[src/rtl/vending_fsm_param.sv]
// Parametrised vending controller: product select, quantity, payment, change,
// per-product stock, cancel/refund and an inactivity auto-cancel.
module vending_fsm_param #(
    parameter int unsigned NUM_PROD = 5,
    parameter int unsigned AMT_W = 8,
    parameter logic [NUM_PROD*AMT_W-1:0] PRICE_TABLE = {8'd6, 8'd10, 8'd5, 8'd2, 8'd1},
    parameter int unsigned MAX_QTY = 3,
    parameter int unsigned STOCK_INIT = 4,
    parameter int unsigned TIMEOUT = 1000
) (
    input  logic             clk,
    input  logic             reset,
    input  logic             key_valid,
    input  logic [3:0]       key_code,
    output logic [AMT_W-1:0] display_value,
    output logic [2:0]       state_code,
    output logic             vend,
    output logic [2:0]       vend_prod,
    output logic [2:0]       vend_qty,
    output logic [AMT_W-1:0] change,
    output logic             error
);

    localparam int unsigned TO_W = (TIMEOUT > 1) ? $clog2(TIMEOUT) : 1;

    localparam logic [2:0] S_IDLE     = 3'd0;
    localparam logic [2:0] S_SELECT   = 3'd1;
    localparam logic [2:0] S_PRICE    = 3'd2;
    localparam logic [2:0] S_QTY      = 3'd3;
    localparam logic [2:0] S_CONFIRM  = 3'd4;
    localparam logic [2:0] S_PAY      = 3'd5;
    localparam logic [2:0] S_DISPENSE = 3'd6;

    localparam logic [3:0] K_COIN1   = 4'h8;
    localparam logic [3:0] K_COIN5   = 4'h9;
    localparam logic [3:0] K_COIN10  = 4'hA;
    localparam logic [3:0] K_QTY_UP  = 4'hB;
    localparam logic [3:0] K_QTY_DN  = 4'hC;
    localparam logic [3:0] K_CANCEL  = 4'hD;
    localparam logic [3:0] K_CONFIRM = 4'hE;
    localparam logic [3:0] K_OK      = 4'hF;

    logic [2:0]       state, state_nxt;
    logic [2:0]       prod, prod_nxt;
    logic [2:0]       qty, qty_nxt;
    logic [AMT_W-1:0] total, total_nxt;
    logic [AMT_W-1:0] amount, amount_nxt;
    logic [AMT_W-1:0] change_nxt, display_nxt;
    logic             vend_nxt, error_nxt;
    logic [2:0]       vend_prod_nxt, vend_qty_nxt;
    logic [TO_W-1:0]  tcnt, tcnt_nxt;
    logic [3:0]       stock [8];
    logic [3:0]       stock_nxt [8];
    logic [AMT_W-1:0] price_arr [8];

    logic             timed, key_is_prod;
    logic [2:0]       key_prod;
    logic [3:0]       qty_lim;
    logic [AMT_W:0]   coin, coin_sum;

    // Product-indexed price lookup; slots outside 1..NUM_PROD read as zero
    for (genvar g = 0; g < 8; g++) begin : g_price
        if (g >= 1 && g <= NUM_PROD) begin : g_used
            assign price_arr[g] = PRICE_TABLE[(g-1)*AMT_W +: AMT_W];
        end else begin : g_unused
            assign price_arr[g] = '0;
        end
    end

    assign state_code  = state;
    assign timed       = (state == S_QTY) || (state == S_CONFIRM) || (state == S_PAY);
    assign key_prod    = key_code[2:0];
    assign key_is_prod = !key_code[3] && (key_prod != 3'd0) && (key_prod <= 3'(NUM_PROD));
    assign qty_lim     = (stock[prod] < 4'(MAX_QTY)) ? stock[prod] : 4'(MAX_QTY);

    always_ff @(posedge clk or negedge reset) begin
        if (!reset) begin
            state         <= S_IDLE;
            prod          <= '0;
            qty           <= '0;
            total         <= '0;
            amount        <= '0;
            change        <= '0;
            display_value <= '0;
            vend          <= 1'b0;
            vend_prod     <= '0;
            vend_qty      <= '0;
            error         <= 1'b0;
            tcnt          <= '0;
            for (int i = 0; i < 8; i++) stock[i] <= 4'(STOCK_INIT);
        end else begin
            state         <= state_nxt;
            prod          <= prod_nxt;
            qty           <= qty_nxt;
            total         <= total_nxt;
            amount        <= amount_nxt;
            change        <= change_nxt;
            display_value <= display_nxt;
            vend          <= vend_nxt;
            vend_prod     <= vend_prod_nxt;
            vend_qty      <= vend_qty_nxt;
            error         <= error_nxt;
            tcnt          <= tcnt_nxt;
            for (int i = 0; i < 8; i++) stock[i] <= stock_nxt[i];
        end
    end

    always_comb begin
        state_nxt     = state;
        prod_nxt      = prod;
        qty_nxt       = qty;
        total_nxt     = total;
        amount_nxt    = amount;
        change_nxt    = change;
        vend_nxt      = 1'b0;
        vend_prod_nxt = vend_prod;
        vend_qty_nxt  = vend_qty;
        error_nxt     = 1'b0;
        tcnt_nxt      = timed ? tcnt + TO_W'(1) : '0;
        for (int i = 0; i < 8; i++) stock_nxt[i] = stock[i];

        coin = '0;
        case (key_code)
            K_COIN1:  coin = (AMT_W+1)'(1);
            K_COIN5:  coin = (AMT_W+1)'(5);
            K_COIN10: coin = (AMT_W+1)'(10);
            default:  coin = '0;
        endcase
        coin_sum = {1'b0, amount} + coin;

        if (key_valid) begin
            tcnt_nxt = '0;
            case (state)
                S_IDLE: begin
                    if (key_code == K_OK) begin
                        state_nxt  = S_SELECT;
                        change_nxt = '0;
                    end else begin
                        error_nxt = 1'b1;
                    end
                end
                S_SELECT: begin
                    if (key_code == K_CANCEL) begin
                        state_nxt = S_IDLE;
                    end else if (key_is_prod && stock[key_prod] != 4'd0) begin
                        prod_nxt  = key_prod;
                        qty_nxt   = 3'd1;
                        state_nxt = S_PRICE;
                    end else begin
                        error_nxt = 1'b1;
                    end
                end
                S_PRICE: begin
                    if (key_code == K_OK)          state_nxt = S_QTY;
                    else if (key_code == K_CANCEL) state_nxt = S_IDLE;
                    else                           error_nxt = 1'b1;
                end
                S_QTY: begin
                    if (key_code == K_QTY_UP) begin
                        if ({1'b0, qty} < qty_lim) qty_nxt = qty + 3'd1;
                        else                       error_nxt = 1'b1;
                    end else if (key_code == K_QTY_DN) begin
                        if (qty > 3'd1) qty_nxt = qty - 3'd1;
                        else            error_nxt = 1'b1;
                    end else if (key_code == K_OK) begin
                        total_nxt = AMT_W'(price_arr[prod] * AMT_W'(qty));
                        state_nxt = S_CONFIRM;
                    end else if (key_code == K_CANCEL) begin
                        state_nxt = S_IDLE;
                    end else begin
                        error_nxt = 1'b1;
                    end
                end
                S_CONFIRM: begin
                    if (key_code == K_CONFIRM)     state_nxt = S_PAY;
                    else if (key_code == K_CANCEL) state_nxt = S_IDLE;
                    else                           error_nxt = 1'b1;
                end
                S_PAY: begin
                    if (coin != '0) begin
                        // Coins that would wrap the amount register are refused
                        if (coin_sum[AMT_W]) error_nxt = 1'b1;
                        else                 amount_nxt = coin_sum[AMT_W-1:0];
                    end else if (key_code == K_OK) begin
                        if (amount >= total) begin
                            state_nxt        = S_DISPENSE;
                            vend_nxt         = 1'b1;
                            vend_prod_nxt    = prod;
                            vend_qty_nxt     = qty;
                            stock_nxt[prod]  = stock[prod] - 4'(qty);
                            change_nxt       = amount - total;
                            amount_nxt       = '0;
                        end else begin
                            error_nxt = 1'b1;
                        end
                    end else if (key_code == K_CANCEL) begin
                        state_nxt  = S_IDLE;
                        change_nxt = amount;
                        amount_nxt = '0;
                    end else begin
                        error_nxt = 1'b1;
                    end
                end
                S_DISPENSE: begin
                    if (key_code == K_CANCEL) state_nxt = S_IDLE;
                end
                default: begin
                    state_nxt = S_IDLE;
                end
            endcase
        end else if (TIMEOUT != 0 && timed && tcnt == TO_W'(TIMEOUT - 1)) begin
            // Inactivity behaves like a cancel press; PAY refunds the inserted amount
            state_nxt = S_IDLE;
            if (state == S_PAY) begin
                change_nxt = amount;
                amount_nxt = '0;
            end
        end

        if (state_nxt != state) tcnt_nxt = '0;

        case (state_nxt)
            S_PRICE:    display_nxt = price_arr[prod_nxt];
            S_QTY:      display_nxt = AMT_W'(qty_nxt);
            S_CONFIRM:  display_nxt = total_nxt;
            S_PAY:      display_nxt = amount_nxt;
            S_DISPENSE: display_nxt = change_nxt;
            default:    display_nxt = '0;
        endcase
    end

endmodule

[config.mk]
export PLATFORM = sky130hd
export DESIGN_NAME = vending_fsm_param
export DESIGN_NICKNAME = d
export VERILOG_FILES = /design/src/rtl/vending_fsm_param.sv
export SDC_FILE = /design/constraint.sdc
export NUM_CORES = 1
export LEC_CHECK = 0
export CAP_MARGIN = 30
export CORE_MARGIN = 2
export CORE_UTILIZATION = 40
export DETAILED_ROUTE_END_ITERATION = 6
export GPL_TIMING_DRIVEN = 1
export PLACE_DENSITY_LB_ADDON = 0.25
export SLEW_MARGIN = 20
export SYNTH_ARGS = -nofsm -noshare
export SYNTH_HDL_FRONTEND = slang
export SYNTH_SLANG_ARGS = --single-unit
[constraint.sdc]
create_clock -name clk -period 3.8 [get_ports clk]
set_input_delay 0.38 -clock clk [delete_from_list [all_inputs] [get_ports clk]]
set_output_delay 0.38 -clock clk [all_outputs]
set_load 0.1 [all_outputs]
# == After elaboration in Yosys (flattened, before gate mapping) ==
# Memories as Yosys holds them, arrays and structs flattened.
# Index checks and enable logic that the tools add are counted.
# word_totals
latchBits,0
word_cells,166
ff_bits,91
mem_bits_rw,0
rom_bits,128
n_memories,2
out_inout_bits,27
# op_classes
eq_ne,21
n_div,0
shift,0
mul,1
reduce_logical,13
n_lt_le_gt_ge,9
bitwise_logic,4
mux,90
n_addsub,6
# memory_table
name,words,width,rd,rd_ports_with_merged_regs,write_ports,line_no,source
(name not given),8,8,1,0,0,223,S_PRICE: display_nxt = price_arr[prod_nxt];
(name not given),8,8,1,0,0,166,total_nxt = AMT_W'(price_arr[prod] * AMT_W'(qty));
# ops
operator,count
8-bit two-way mux,26
3-bit two-way mux,25
8-bit one-hot mux with 5 select lines,1
32-bit bitwise mux,1
"4-bit == test, second input constant",8
10-bit two-way mux,3
4-bit binary-select mux with 3-bit select,2
4-bit two-way mux,6
3-bit one-hot mux with 7 select lines,1
1-bit two-way mux,20
"3-bit == test, second input constant",6
8-bit one-hot mux with 2 select lines,1
4-bit demux with 3-bit select,1
"3-bit by 2-bit == test with 1-bit output, second input constant",4
"4-bit >= comparator, second input constant",3
3-bit inverter with 4-bit output,3
4-bit one-hot mux with 3 select lines,1
"10-bit by 1-bit adder with 10-bit output, second input constant",1
"10-bit == test, second input constant",1
8-bit by 9-bit adder with 9-bit output,1
9-bit nonzero test,1
8-bit >= comparator,1
8-bit by 3-bit multiplier with 8-bit output,1
8-bit subtractor,1
other kinds (20),25

# == Longest topological paths before layout ==
# Gate-level depths: netlist of run 1.
# depth
word_depth,15
depth_mapped,17
mapped_depth_nobuf,14

# == Worst setup path after synthesis of run 1 ==
# Ideal clock, no wire load.
# synth_path
kind,reg2reg
from,register prod[0]
to,register display_value[0]
period_less_slack_ns,3.509
setup_slack_ns,0.291
path_stages_with_launch,15
required_time_ns,3.674
arrival_ns,3.383
path_cell_list,dfrtp_1 -> buf_2 -> buf_2 -> buf_1 -> mux4_2 -> mux2_2 -> nor2_1 -> ha_1 -> a21o_1 -> a21oi_1 -> o21a_1 -> a31oi_1 -> xnor2_1 -> o211a_1 -> a311o_1
# synth_between
elab_chain_cells,12
word_cells_on_any_way,29
# synth_rtl
item,line_no,source
from (decl),44,"logic [2:0] prod, prod_nxt;"
from (signal assigned),93,prod <= prod_nxt;
branches (longest 11 deep; another with memory read 8 x 8 bit),n/a,
8-bit one-hot mux with 5 select lines *,222,case (state_nxt)
via display_nxt[0],48,"logic [AMT_W-1:0] change_nxt, display_nxt;"
to (signal assigned),98,display_value <= display_nxt;
to (decl),15,"output logic [AMT_W-1:0] display_value,"
# Mark *: on every way through the listed nets, which the timed path passes. The select of a mux whose other input is x is not followed.
# A chain may end at the register's enable or synchronous reset.

# == Worst setup path in the final report of run 1 ==
# Same ends and word-level chain as after synthesis.

==> results.toml, run 1 <==
[setup_path]
required_ns = 4.03
endpoint_kind = "flop"
worst-setup-path-type = "flop to flop"
path_max_fanout = 19
cp_data_arrival_time_ns = 3.69
cp-start-kind = "flop"

[clock_tree]
clk_latency_ns = 0.35
clk_pin_slew_ns = 0.07
postCtsSetupRepairBufs = 0
h-tree-depth = 3
cts_hold_buf = 0
tritoncts = "built"
clock_sinks = 91
cts.path.max_buffers = 2
cts_resized = 0
numCtsBuffers = 9
clockRootBuffer = "clkbuf_16"

[yosys]
synthAdderAreaFrac_pct = 7.473
synth_nets = 717
yosysSeqAreaShare_pct = 38.37
synth_xor_area_share_pct = 3.086
synth_cells = 678
synth_simple_gate_area_share_pct = 19.88
syn_area_um2 = 5961
synth_cell_types = 67
yosys_warnings = 0
synth_mux_area_share_pct = 5.835
synth_top_family_by_area = "compound AO/OA/AOI/OAI gates"
synthArstFlopShare_pct = 100.0
avgSynthCellArea_um2 = 8.792
synth.ff_latch_count = 91
synth_compound_area_share_pct = 20.80
synth_edf_count = 0
ys.flop_type = "dfrtp_1"

[drt]
drt-pass1-iter-count = 5
drt_iter0_drc = 544
vias_per_cell = 5.930
wirelength_mm = 17.37
postRouteAntennaNets = 0
drc = 0
num_vias = 5337
wl_per_cell_um = 19.30

[layout]
diodes = 0
area_growth_pct = 14.17
final_cell_mix = "nand2_1, dfrtp_1, o21ai_0"
fillCellCount = 1429
drive_gt1_share_pct = 8.939
nets = 750
design_area_um2 = 6805
final_cells = 900
final_util_pct = 46.82
final_common_cell = "nand2_1"

[power]
pwr-share-comb_pct = 23.5
power_density_nw_per_um2 = 365.4
p_total_mw = 2.487
switchingPower_uw = 877.1
seq_power_share_pct = 42.5
p_leak_nw = 2.990
swShare_pct = 35.27
p_clk_share_pct = 34.0
ir_drop_mv = 0.2306
p_int_mw = 1.610

[timing]
whs_ns = -0.02276
finalHoldViolations = 26
fmax_ghz = 0.2888
finalMaxSlewViolations = 0
setup_violations = 0
fin_crit_sh_pct = 91.13
slew_headroom_pct = 34.10
tightest_slew_ns = 0.9853
fin_ws_ns = 0.3370
setup_tns_ns = 0
fin_crit_ns = 3.463
skew_ns = 0.01204
rsz0062_at_grt = "false"

[global_route]
grt-ovfl-total = 0
grt_pass1_vias = 5142
antenna_found_initial = 0
grt_max_degree = 69
grt_pass1_wl_mm = 28.55
grt_usage_pct = 22.64

[die]
core_area_um2 = 14530
initial_core_util_pct = 41.01
dieArea_um2 = 15890
fp-row-count = 44
die_x_um = 126.1
ioPinCount = 34
die_h_um = 126.1

[place]
port_buffers = 33
post-place-ws_ns = 0.1059
gp_congestion = 0.9643
place_hpwl_mm = 13.10
placed_area_um2 = 6515
dp_cells = 883

[status]
violations = "negative hold slack"
outcome = "finished with violations"

[flow_run]
maxCapViolCount = 0

[worst_hold_path]
worstHoldPathType = "input port to asynchronous set/reset pin"
## registers in the layout, summed over array words and instances, names as in the netlist
register and cells:
stock 32, change 8, qty 3, vend_qty 3, tcnt 10, error 1
prod 3, state_code 3, display_value 8, amount 8, vend_prod 3, vend 1
total 8
## critical path, cell delays in order, from the launching register on
cell	delay (ns)
dfrtp_1	0.56
buf_12	0.21
mux4_2	0.52
mux2_2	0.31
nor2_1	0.13
ha_1	0.26
a21o_1	0.16
a21oi_1	0.13
o21a_1	0.24
a31oi_1	0.13
xnor2_1	0.16
o211a_1	0.24
a311o_1	0.27
## layer usage
layer / track usage [%] / vias to the layer above / share of wire (%)
met5: 0 / - / 0
met4: 5.882 / 0 / 1.2
met3: 4.503 / 24 / 7.4
met2: 34.28 / 204 / 45
met1: 33.29 / 2609 / 46
li1: - / 2500 / -
## power groups by stage
stage                     logic (mW)  registers (mW)  clock network (mW)
final                          0.585            1.06               0.845
after global routing           0.616            1.06               0.899
after CTS                      0.581            1.06               0.857
after detailed placement       0.579            1.07                   0
after global placement         0.578            1.07                   0
after floorplan                0.193            1.29                   0
## layout make-up
cell class | count | area (um2) | share of cell area [%]
inverter | 33 | 123.9 | 1.820
multi-input combinational | 525 | 3406 | 50.05
tap | 184 | 230.2 | 3.383
clock buffer | 11 | 232.7 | 3.420
clock inverter | 5 | 37.54 | 0.5516
timing repair buffer | 51 | 488.0 | 7.170
sequential | 91 | 2287 | 33.61
## synthesized netlist by cell type (all sizes together), types with 11 or more instances
master	count	area share, %
nand2	101	6.4
a21oi	40	3.4
ha	26	5.5
clkbuf	19	1.2
a21o	15	1.9
nor2b	11	1.2
dfrtp	83	35
xnor2	11	1.6
o21ai	66	5.5
nor2	50	3.1
nand3	25	2.1
inv	32	2.0
## kinds of logic after synthesis
family                   after synthesis
AND/OR/NAND/NOR                      251
multiplexers                          25
adder cells (fa/ha/maj)               32
flip-flops                            91
XOR/XNOR                              21
AO/OA/AOI/OAI                        195
buffers and inverters                 62
other                                  1
## path summary, 6_finish.rpt
kind | from | to | slack [ns] | cells past startpoint
min in group clk | tcnt[0] | tcnt[0] | 0.48 | 1
worst min register to register | tcnt[0] | tcnt[0] | 0.48 | 1
max in group asynchronous | reset | tcnt[4] | 2.88 | 3
worst min-delay path | reset | vend_prod[2] | -0.02 | 1
worst max register to register | prod[0] | display_value[0] | 0.34 | 12
worst max-delay path | prod[0] | display_value[0] | 0.34 | 12
No activity file was read; power rests on OpenSTA's default activity.
==> inputs of run 2 (changes only) <==
--- a/config.mk
+++ b/config.mk
@@ -11,7 +11,7 @@
 export DETAILED_ROUTE_END_ITERATION = 6
 export GPL_TIMING_DRIVEN = 1
 export PLACE_DENSITY_LB_ADDON = 0.25
-export SLEW_MARGIN = 20
+export SLEW_MARGIN = 5
 export SYNTH_ARGS = -nofsm -noshare
 export SYNTH_HDL_FRONTEND = slang
 export SYNTH_SLANG_ARGS = --single-unit
==> run 2 against run 1 <==
Effect of this change: global-route usage stayed put; final area is 0.29% lower; via count down 0.13%; the run now ends clean; combinational power hardly changed; register-to-register slack barely moved; clock-buffer cell count did not move; core utilization down 0.14 points; critical path type is now input port to flop; wire length down 0.13%; critical endpoint is now display_value[1]; maximum frequency is essentially flat; non-clock buffer count is 1 lower.
==> results.toml, run 2 (same netlist as run 1, synthesis figures left out) <==
[status]
outcome = "finished, final reports clean"

[layout]
drive_gt1_share_pct = 8.811
reg_top3 = "stock (32), tcnt (10)"
largest_reg_flops = 32
final_common_cell = "nand2_1"
nets = 749
fillCellCount = 1431
area_growth_pct = 13.83
max_flop_register = "stock"
final_cell_mix = "nand2_1, dfrtp_1, o21ai_0"
diodes = 0

[drt]
vias_per_cell = 5.929
postRouteAntennaNets = 0
wl_per_cell_um = 19.29
wirelength_mm = 17.34
drc = 0
num_vias = 5330
drt_iter0_drc = 488
drt-pass1-iter-count = 5

[setup_path]
required_ns = 4.08
cpPeakStageDelay_ns = 0.56
path_max_fanout = 10
cp-start-kind = "input port"
worst-setup-path-type = "input port to flop"
critPathTopFamily = "simple AND/OR/NAND/NOR gates"
cp_data_arrival_time_ns = 3.74
worstPathCellList = "clkdlybuf4s50_1, inv_1, mux2_2, o22a_1, nor4_1, o32a_1, nand3_1, or3_1, nand4b_1"
rrSetupSlack_ns = 0.35
critPathBufInv = 2
startpoint = "key_code[0]"
cp_slowest_cell = "clkdlybuf4s50_1"
rr_startpoint = "prod[0]"
endpoint_kind = "flop"

[die]
die_h_um = 126.1
die_x_um = 126.1
ioPinCount = 34
core_area_um2 = 14530
fp-row-count = 44
dieArea_um2 = 15890
initial_core_util_pct = 41.01

[global_route]
grt_usage_pct = 22.64
busiest_layer = "met2"
use_met2_pct = 34.28
use_met1_pct = 33.29
met3_usage_pct = 4.503
grt_pass1_wl_mm = 28.55
grt-ovfl-total = 0
grt_max_degree = 69
grt_pass1_vias = 5142
antenna_found_initial = 0

[timing]
fin_crit_sh_pct = 91.20
finalHoldViolations = 0
fin_crit_ns = 3.466
setup_tns_ns = 0
rsz0062_at_grt = "false"
skew_ns = 0.01097
tightest_slew_ns = 0.9853
fmax_ghz = 0.2885
fin_ws_ns = 0.3343
setup_violations = 0
finalMaxSlewViolations = 0
slew_headroom_pct = 34.10

[worst_hold_path]
worstHoldPathType = "input port to asynchronous set/reset pin"

[place]
gp_congestion = 0.9643
place_hpwl_mm = 13.10
post-place-ws_ns = 0.1059
port_buffers = 33

[clock_tree]
cts_resized = 0
tritoncts = "built"
clk_latency_ns = 0.35
h-tree-depth = 3
clk_pin_slew_ns = 0.06
cts_hold_buf = 0
clockRootBuffer = "clkbuf_16"
postCtsSetupRepairBufs = 0
cts.path.max_buffers = 2
clock_sinks = 91
numCtsBuffers = 9

[power]
power_density_nw_per_um2 = 366.2
ir_drop_mv = 0.2324
p_leak_nw = 2.981

[flow_run]
maxCapViolCount = 0
[run 2: changes by cell type in the layout (fill, tap and decap cells not counted)]
| cell | delta |
|---|---|
| buf_12 | -1 |
[run 2: worst reg2reg max path: cells and delay by family, from the launching register on]
kind,cells,cell delay (ns)
compound gates,6,1.17
fa+ha+maj,1,0.26
mux,2,0.84
flops,1,0.56
xor+xnor,1,0.16
buf+inv,1,0.21
simple gates,1,0.13
[run 2: area by class of cell]
class | count | area (um2) | area share (%)
Tap cell | 184 | 230.2 | 3.393
Inverter | 33 | 123.9 | 1.826
Timing Repair Buffer | 50 | 467.9 | 6.897
Clock buffer | 11 | 232.7 | 3.430
Multi-Input combinational cell | 525 | 3406 | 50.19
Clock inverter | 5 | 37.54 | 0.5532
Sequential cell | 91 | 2287 | 33.71
[run 2: per-stage QoR]
step / hold WS, ns / std cells / total power, mW / util (%) / area (um2)
2_1_floorplan: 0.08441 / 678 / 1.479 / - / 5961
3_3_place_gp: 0.4668 / 883 / 1.652 / 44.83 / 6515
3_5_place_dp: 0.4687 / 883 / 1.653 / 44.83 / 6515
4_1_cts: 0.1866 / 899 / 2.495 / 46.69 / 6785
5_1_grt: 0.2278 / 899 / 2.574 / 46.69 / 6785
6_report: 0.1504 / 899 / 2.485 / 46.69 / 6785
[run 2: layer usage]
layer	share of wire, %	up-vias
met5	0	-
met4	1.3	0
met3	6.8	20
met2	46	176
met1	46	2634
li1	-	2500
[run 2: final timing paths]
path | end | cells after the start
min | vend_prod[2] | 1
max reg2reg | display_value[0] | 12
max | display_value[1] | 9
min reg2reg | stock[28] | 2
max in group asynchronous | change[0] | 2
min in group clk | stock[28] | 2
[run 2: where the power goes]
| part | internal, mW | total [mW] | switching (mW) |
|---|---|---|---|
| Combinational | 0.154 | 0.582 | 0.428 |
| Clock | 0.448 | 0.845 | 0.398 |
| Sequential | 1.01 | 1.06 | 0.0514 |
| Total | 1.61 | 2.48 | 0.877 |
==> inputs of run 3 (changes only) <==
--- a/config.mk
+++ b/config.mk
@@ -6,7 +6,7 @@
 export NUM_CORES = 1
 export LEC_CHECK = 0
 export CAP_MARGIN = 30
-export CORE_MARGIN = 2
+export CORE_MARGIN = 3
 export CORE_UTILIZATION = 40
 export DETAILED_ROUTE_END_ITERATION = 6
 export GPL_TIMING_DRIVEN = 1
==> run 3 against run 2 <==
Effect of this change: maximum frequency fell by 1.1%; critical path depth is 3 higher; combinational power is essentially flat; first-iteration DRC count increased by 5.3%; clock skew down 0.0013 ns; hold slack worse by 0.0055 ns; final cell count is 0.11% lower; highest routed layer unchanged; final area increased by 1.0%; sequential power is essentially flat; wire length shrank 0.20%; largest power group unchanged; critical endpoint is now display_value[0].
==> results.toml, run 3 (same netlist as run 1, synthesis figures left out) <==
[status]
outcome = "finished, final reports clean"

[timing]
finalHoldViolations = 0
setup_violations = 0
tightest_slew_ns = 0.9930
finalMaxSlewViolations = 0
fin_crit_sh_pct = 92.20
fmax_ghz = 0.2854
skew_ns = 0.009661
setup_tns_ns = 0
slew_headroom_pct = 33.59
rsz0062_at_grt = "false"
whs_ns = 0.1449
fin_crit_ns = 3.504

[clock_tree]
clk_pin_slew_ns = 0.07
h-tree-depth = 3
tritoncts = "built"
clock_sinks = 91
cts.path.max_buffers = 2
clockRootBuffer = "clkbuf_16"
cts_resized = 0
cts_hold_buf = 0
postCtsSetupRepairBufs = 0
clk_latency_ns = 0.35
numCtsBuffers = 9

[drt]
postRouteAntennaNets = 0
wl_per_cell_um = 19.28
wirelength_mm = 17.31
drt_iter0_drc = 514
vias_per_cell = 5.942
drt-pass1-iter-count = 7
drc = 0
num_vias = 5336

[global_route]
antenna_found_initial = 0
grt-ovfl-total = 0
grt_pass1_wl_mm = 27.95
grt_usage_pct = 21.80
grt_max_degree = 67
grt_pass1_vias = 5147

[place]
place_hpwl_mm = 12.90
gp_congestion = 0.9414
port_buffers = 33

[layout]
multiInputGateArea_um2 = 3406
seqCellArea_um2 = 2287
largest_reg_flops = 32
reg_top3 = "stock (32), tcnt (10)"
diodes = 0
final_cell_mix = "nand2_1, dfrtp_1, o21ai_0"
area_growth_pct = 15.01
drive_gt1_share_pct = 9.471
fillCellCount = 1329
max_flop_register = "stock"
nets = 752
final_common_cell = "nand2_1"

[setup_path]
path_max_fanout = 11
rrSetupSlack_ns = 0.30
cp_data_arrival_time_ns = 3.74
critPathTopFamily = "compound AO/OA/AOI/OAI gates"
critPathBufInv = 1
cp_slowest_cell = "dfrtp_1"
cpPeakStageDelay_ns = 0.62
r2r-end = "display_value[0]"
r2r_cells = 12
worstPathCellList = "buf_4, mux4_2, mux2_2, nor2_1, ha_1, a21o_1, a21oi_1, o21a_1, a31oi_1, xnor2_1, o211a_1, a311o_1"
required_ns = 4.04
worst-setup-path-type = "flop to flop"
rr_startpoint = "prod[0]"
cp-start-kind = "flop"
endpoint_kind = "flop"

[die]
fp-row-count = 43
die_x_um = 128.1
ioPinCount = 34
initial_core_util_pct = 41.97
die_h_um = 128.1
dieArea_um2 = 16400
core_area_um2 = 14200

[power]
p_leak_nw = 3.028
ir_drop_mv = 0.2272
power_density_nw_per_um2 = 386.2
p_total_mw = 2.647

[worst_hold_path]
worstHoldPathType = "input port to asynchronous set/reset pin"

[flow_run]
maxCapViolCount = 0
[run 3: changes by cell type in the layout (fill, tap and decap cells not counted), sizes merged]
cell,previous run,this run
clkbuf,11,10
bufinv,0,2
buf,18,21
clkinvlp,2,1
[run 3: metrics by stage]
stage / setup WS (ns) / cell area [um2] / instances / util (%)
6_report: 0.2963 / 6855 / 898 / 48.26
5_1_grt: 0.1051 / 6855 / 898 / 48.26
4_1_cts: 0.3121 / 6855 / 898 / 48.26
3_5_place_dp: 0.1858 / 6520 / 882 / 45.90
3_3_place_gp: 0.1884 / 6520 / 882 / 45.90
2_1_floorplan: 0.2906 / 5961 / 678 / -
[run 3: where the power goes]
group / switching (mW) / internal (mW)
Clock: 0.406 / 0.603
Sequential: 0.0480 / 1.01
Combinational: 0.430 / 0.155
Total: 0.884 / 1.76
[run 3: per-layer routing]
layer / share of wire, % / GRT usage (%) / vias to the layer above
met1: 45 / 30.99 / 2558
met4: 3.7 / 9.800 / 0
met3: 6.8 / 4.208 / 52
met5: 0 / 0 / -
li1: - / - / 2509
met2: 45 / 32.29 / 217
[run 3: how the worst max path moves through the flow]
stage / cells past startpoint / start / slack [ns] / end
after global placement: 10 / key_code[1] / 0.19 / display_value[1]
after CTS: 12 / prod[0] / 0.31 / display_value[0]
after floorplan: 14 / prod[0] / 0.29 / display_value[0]
after global routing: 13 / prod[0] / 0.11 / display_value[0]
after detailed placement: 9 / key_code[0] / 0.19 / display_value[1]
final: 12 / prod[0] / 0.30 / display_value[0]
[run 3: cell type report]
type                            count  share of cell area [%]
Sequential cell                    91                   33.36
Clock buffer                       10                   3.486
Tap cell                          180                   3.285
Timing Repair Buffer               53                   6.972
Multi-Input combinational cell    525                   49.68
Inverter                           33                   1.807
Clock inverter                      6                   1.405
[run 3: worst reg2reg max path, delay by kind of cell (launching register included)]
kind	cells	cell delay [ns]
AOI/OAI and AO/OA	6	1.20
and+or+nand+nor	1	0.11
adders and majority gates	1	0.25
muxes	2	0.81
buffers and inverters	1	0.26
xor gates and xnor gates	1	0.16
DFF	1	0.62
